[src/rtl/systolic_result_writer.sv]
// Purpose : de-skews the diagonally skewed result lanes of one systolic tile edge
//           into full row words and writes MATRIX_SIZE consecutive rows to a result BRAM port.
// Latency : row r is written at E0+M+1+r (E0 = accepting start edge); done pulses at E0+2M+1.
// Backpressure: none; the BRAM port always accepts, and start is ignored while busy (no queueing).
//
// Ports:
//   clk        tile clock, rising edge
//   reset      asynchronous, active-low reset
//   start      one-cycle job pulse, accepted only in IDLE
//   base_addr  first row address, latched on the accepting edge
//   res_in     skewed result lanes, res_in[i] = column i
//   busy       job in progress (FILL/WRITE/DONE, and the cycle after DONE)
//   done       one-cycle pulse after the last row write
//   ena/wea    BRAM enable / write strobe (always equal)
//   addra      BRAM row address, wraps mod 2^BRAM_DEPTH
//   dina       row word, lane 0 in the low DATA_WIDTH bits
module systolic_result_writer #(
  parameter int MATRIX_SIZE = 4,
  parameter int DATA_WIDTH  = 16,
  parameter int BRAM_DEPTH  = 2
) (
  input  logic                                   clk,
  input  logic                                   reset,
  input  logic                                   start,
  input  logic [BRAM_DEPTH-1:0]                  base_addr,
  input  logic [MATRIX_SIZE-1:0][DATA_WIDTH-1:0] res_in,
  output logic                                   busy,
  output logic                                   done,
  output logic                                   ena,
  output logic                                   wea,
  output logic [BRAM_DEPTH-1:0]                  addra,
  output logic [MATRIX_SIZE*DATA_WIDTH-1:0]      dina
);

  localparam int CW = (MATRIX_SIZE > 1) ? $clog2(MATRIX_SIZE) : 1;
  localparam logic [CW-1:0] LAST = CW'(MATRIX_SIZE - 1);

  typedef enum logic [1:0] {
    IDLE  = 2'd0,
    FILL  = 2'd1,
    WRITE = 2'd2,
    DONE  = 2'd3
  } state_t;

  state_t                                 state;
  logic [CW-1:0]                          cnt;
  logic [BRAM_DEPTH-1:0]                  wr_addr;
  logic [MATRIX_SIZE-1:0][DATA_WIDTH-1:0] lane_out;
  logic [MATRIX_SIZE-1:0][DATA_WIDTH-1:0] row_q;

  // Lane i arrives i cycles later than lane 0 for the same row, so it gets
  // M-1-i delay stages; the last lane goes straight to the row register.
  // The delay lines run freely: anything sampled outside a job's capture
  // window has shifted out before the next job's rows are aligned.
  for (genvar i = 0; i < MATRIX_SIZE; i++) begin : g_lane
    localparam int D = MATRIX_SIZE - 1 - i;
    if (D == 0) begin : g_pass
      assign lane_out[i] = res_in[i];
    end else begin : g_sr
      logic [D-1:0][DATA_WIDTH-1:0] sr;
      always_ff @(posedge clk or negedge reset) begin
        if (!reset) begin
          sr <= '0;
        end else begin
          sr[0] <= res_in[i];
          for (int k = 1; k < D; k++) begin
            sr[k] <= sr[k-1];
          end
        end
      end
      assign lane_out[i] = sr[D-1];
    end
  end

  // Aligned row register: holds row r after edge E0+M+r, one cycle ahead of
  // the write that presents it on dina.
  always_ff @(posedge clk or negedge reset) begin
    if (!reset) begin
      row_q <= '0;
    end else begin
      row_q <= lane_out;
    end
  end

  // Control FSM. cnt counts the M FILL cycles, then the M rows in WRITE.
  always_ff @(posedge clk or negedge reset) begin
    if (!reset) begin
      state   <= IDLE;
      cnt     <= '0;
      wr_addr <= '0;
      busy    <= 1'b0;
      done    <= 1'b0;
      ena     <= 1'b0;
      wea     <= 1'b0;
      addra   <= '0;
      dina    <= '0;
    end else begin
      done <= 1'b0;
      ena  <= 1'b0;
      wea  <= 1'b0;
      case (state)
        IDLE: begin
          busy <= start;
          if (start) begin
            state   <= FILL;
            cnt     <= '0;
            wr_addr <= base_addr;
          end
        end
        FILL: begin
          if (cnt == LAST) begin
            state <= WRITE;
            cnt   <= '0;
          end else begin
            cnt <= cnt + CW'(1);
          end
        end
        WRITE: begin
          ena     <= 1'b1;
          wea     <= 1'b1;
          addra   <= wr_addr;
          dina    <= row_q;
          wr_addr <= wr_addr + BRAM_DEPTH'(1);
          if (cnt == LAST) begin
            state <= DONE;
            cnt   <= '0;
          end else begin
            cnt <= cnt + CW'(1);
          end
        end
        DONE: begin
          // busy stays high through the cycle after done; it clears on the
          // next IDLE edge unless a new start arrives exactly then.
          done  <= 1'b1;
          state <= IDLE;
        end
        default: begin
          state <= IDLE;
        end
      endcase
    end
  end

endmodule

[config.mk]
export PLATFORM = sky130hd
export DESIGN_NAME = systolic_result_writer
export DESIGN_NICKNAME = d
export VERILOG_FILES = /design/src/rtl/systolic_result_writer.sv
export SDC_FILE = /design/constraint.sdc
export NUM_CORES = 1
export LEC_CHECK = 0
export ABC_CLOCK_PERIOD_IN_PS = 2900
export CORE_MARGIN = 5
export CORE_UTILIZATION = 50
export DETAILED_ROUTE_END_ITERATION = 16
export PLACE_DENSITY = 0.79
export SETUP_SLACK_MARGIN = 0.05
export SYNTH_ARGS = -nofsm -noshare
export SYNTH_HDL_FRONTEND = slang
export SYNTH_SLANG_ARGS = --single-unit
[constraint.sdc]
create_clock -name clk -period 2.9 [get_ports clk]
set_input_delay 0.435 -clock clk [delete_from_list [all_inputs] [get_ports clk]]
set_output_delay 0.435 -clock clk [all_outputs]
set_load 0.1 [all_outputs]
==> metrics.txt <==
DR DRC count=0; first-pass GRT wire length=18400 µm; Post-synth top flop=dfrtp_1; GRT Total Usage=14.1%; crit-path cells=inv_1 -> ha_4 -> buf_12 -> mux2_1; CP top delay family=buffers and inverters; core area=13800 µm²; Max-Cap Viols=0; Die W=128 µm; clock-pin slew on the worst setup and hold paths=~0.060 ns; Post-CTS Resized=0; Vert. Die Dim=about 130 µm; register area share after synthesis=a little over four fifths; Initial Utilization=50.7%; Fin. Hold Viols=0; Finished Layout Cells=699; vias in the first global route=between 3000 and 4000; Initial DRC Count=126; worst hold path class=register to register; CTS sink cnt=235; Distinct cells, synth=22; number of port buffers=138; vias per cell=4.62; placed insts=656; CTS H-Tree Depth=1; crit-path max cell delay=0.46 ns; unrepaired setup endpoints after global routing=no; Synth area leaders=dfrtp_1 (84%), mux2_1 (11%), buf_6 (1.1%); startpoint types=register; period utilisation layout=63.7%; Post-CTS Setup Inserts=0; final net count=577; synthesized instance count=around 340; Rel. slew slack=around three fifths; clock skew=just under 0.008 ns; setup TNS=0 ns; first-pass iteration count of the detailed router=4; Synth-to-Final Area Change=31.0%; top cells by count, synth=dfrtp_1 (235), mux2_1 (66), buf_6 (7); TritonCTS Buffers=23; cell taking the most area after synthesis=dfrtp_1; initial antenna violation count=0; Ports=roughly 140; worst skew pair latency=0.49 ns; Hold-fix buffers, CTS=1; Mapped Area=6980 µm²; crit path kind=register to register; syn avg cell area=20.4 µm²; max-slew violations=0; maximum buffer depth of the clock tree=3; Ant. Diodes=0; Antenna Nets Post-Route=0; Fmax=0.541 GHz; Max stage delay cell, worst path=ha_4; syn nets=417; die footprint=16400 µm²; dpl hpwl=approximately 7200 µm; GRT overflow=0; actual slew at the worst max-slew pin=0.574 ns; worst-path fanout max=slightly above 40; Core Rows=43; Yosys top cell area share=84.2%; most frequent cell after synthesis=dfrtp_1; share of post-route cells with drive strength above 1=23.1%; routed wire length=11100 µm; FF+latch count, synth=between 200 and 250; status=complete, no violations; GPL Wtd Cong=0.751; Final setup viols=0; Worst Path Required=between 3 and 4 ns; Worst EP arrival=2.21 ns; Post-synth EDFFs=0; Vias=roughly 3200; fin crit period=about 1.8 ns; pin count of the biggest net entering global routing=85; number of buffers and inverters on the critical path=2; CTS tree=yes; routed wire length per instance=15.8 µm; Ys Warns=0; Async SR Flop Fraction=100%; Worst setup EP type=register; Root Driver=clkbuf_16
==> worst register-to-register path, cell delays in order, from the launching register on <==
cell	delay, ns
dfrtp_1	0.41
inv_1	0.16
ha_4	0.46
buf_12	0.32
mux2_1	0.38
==> final timing paths <==
| check | start | to | slack [ns] | cells past startpoint |
|---|---|---|---|---|
| min reg2reg | g_lane[1].g_sr.sr[23]$_DFF_PN0_ | row_q[23]$_DFF_PN0_ | 0.34 | 0 |
| max in group asynchronous | reset | g_lane[0].g_sr.sr[10]$_DFF_PN0_ | 1.52 | 3 |
| max reg2reg | state[0]$_DFFE_PN0P_ | dina[13]$_DFFE_PN0N_ | 1.05 | 4 |
| min | g_lane[1].g_sr.sr[23]$_DFF_PN0_ | row_q[23]$_DFF_PN0_ | 0.34 | 0 |
| min in group asynchronous | reset | g_lane[2].g_sr.sr[4]$_DFF_PN0_ | 0.51 | 2 |
| max | state[0]$_DFFE_PN0P_ | dina[13]$_DFFE_PN0N_ | 1.05 | 4 |
==> stage by stage <==
stage          cell area, µm²  hold WS (ns)  utilization (%)  worst slack (ns)
5_1_grt                  9150         0.349             66.4             0.922
2_1_floorplan            6980         0.139                -              1.14
3_3_place_gp             8400         0.331             61.0              1.10
6_report                 9150         0.343             66.4              1.05
3_5_place_dp             8400         0.335             61.0              1.05
4_1_cts                  9150         0.344             66.4              1.02
==> sequential cells by signal, summed over array words and instances, names as in the netlist <==
register / cells
wr_addr: 2
busy: 1
done: 1
wea: 1
state: 2
dina: 64
addra: 2
row_q: 64
g_lane.g_sr.sr: 96
cnt: 2
==> logic make-up (layout without fill, tap and decap cells) <==
logic type	after synthesis	in the layout	share of synthesized area (%)
buffers and inverters	12	189	1.51
muxes	71	71	11.5
adders and majority gates	6	6	1.08
AOI/OAI and AO/OA	11	11	1.15
DFF	235	235	84.2
and+or+nand+nor	7	7	0.574
==> routing by layer <==
layer | vias to the layer above | wire [µm] | share of wire (%) | track usage (%)
li1 | 1455 | - | - | -
met1 | 1638 | 4400 | 40 | 18.2
met2 | 114 | 5440 | 49 | 22.7
met3 | 21 | 1010 | 9.1 | 4.71
met4 | 0 | 219 | 2.0 | 4.43
met5 | - | 0 | 0 | 0
==> cell usage in the layout, fill, tap and decap left out, types with 2 or more instances in the layout <==
cell type,instances
dfrtp_1,235
inv_6,2
nor2_1,3
buf_4,73
clkinv_2,5
clkbuf_1,4
clkbuf_16,23
ha_1,5
clkdlybuf4s50_1,67
clkbuf_8,7
mux2_1,66
nor2b_1,2
buf_12,2
o21ai_0,2
inv_1,3
mux2i_1,3
a32oi_1,2
==> cell type report <==
type	instances	area, µm²
fill	973	4630
tap	180	225
clock inverter	8	50.0
clock buffer	34	687
timing repair buffer	144	1280
sequential	235	5880
multi-input combinational	95	1010
inverter	3	11.3
Power is left out: the tool's default activity adds up to more than one toggle a clock period on the data nets, which glitch-free logic cannot reach.
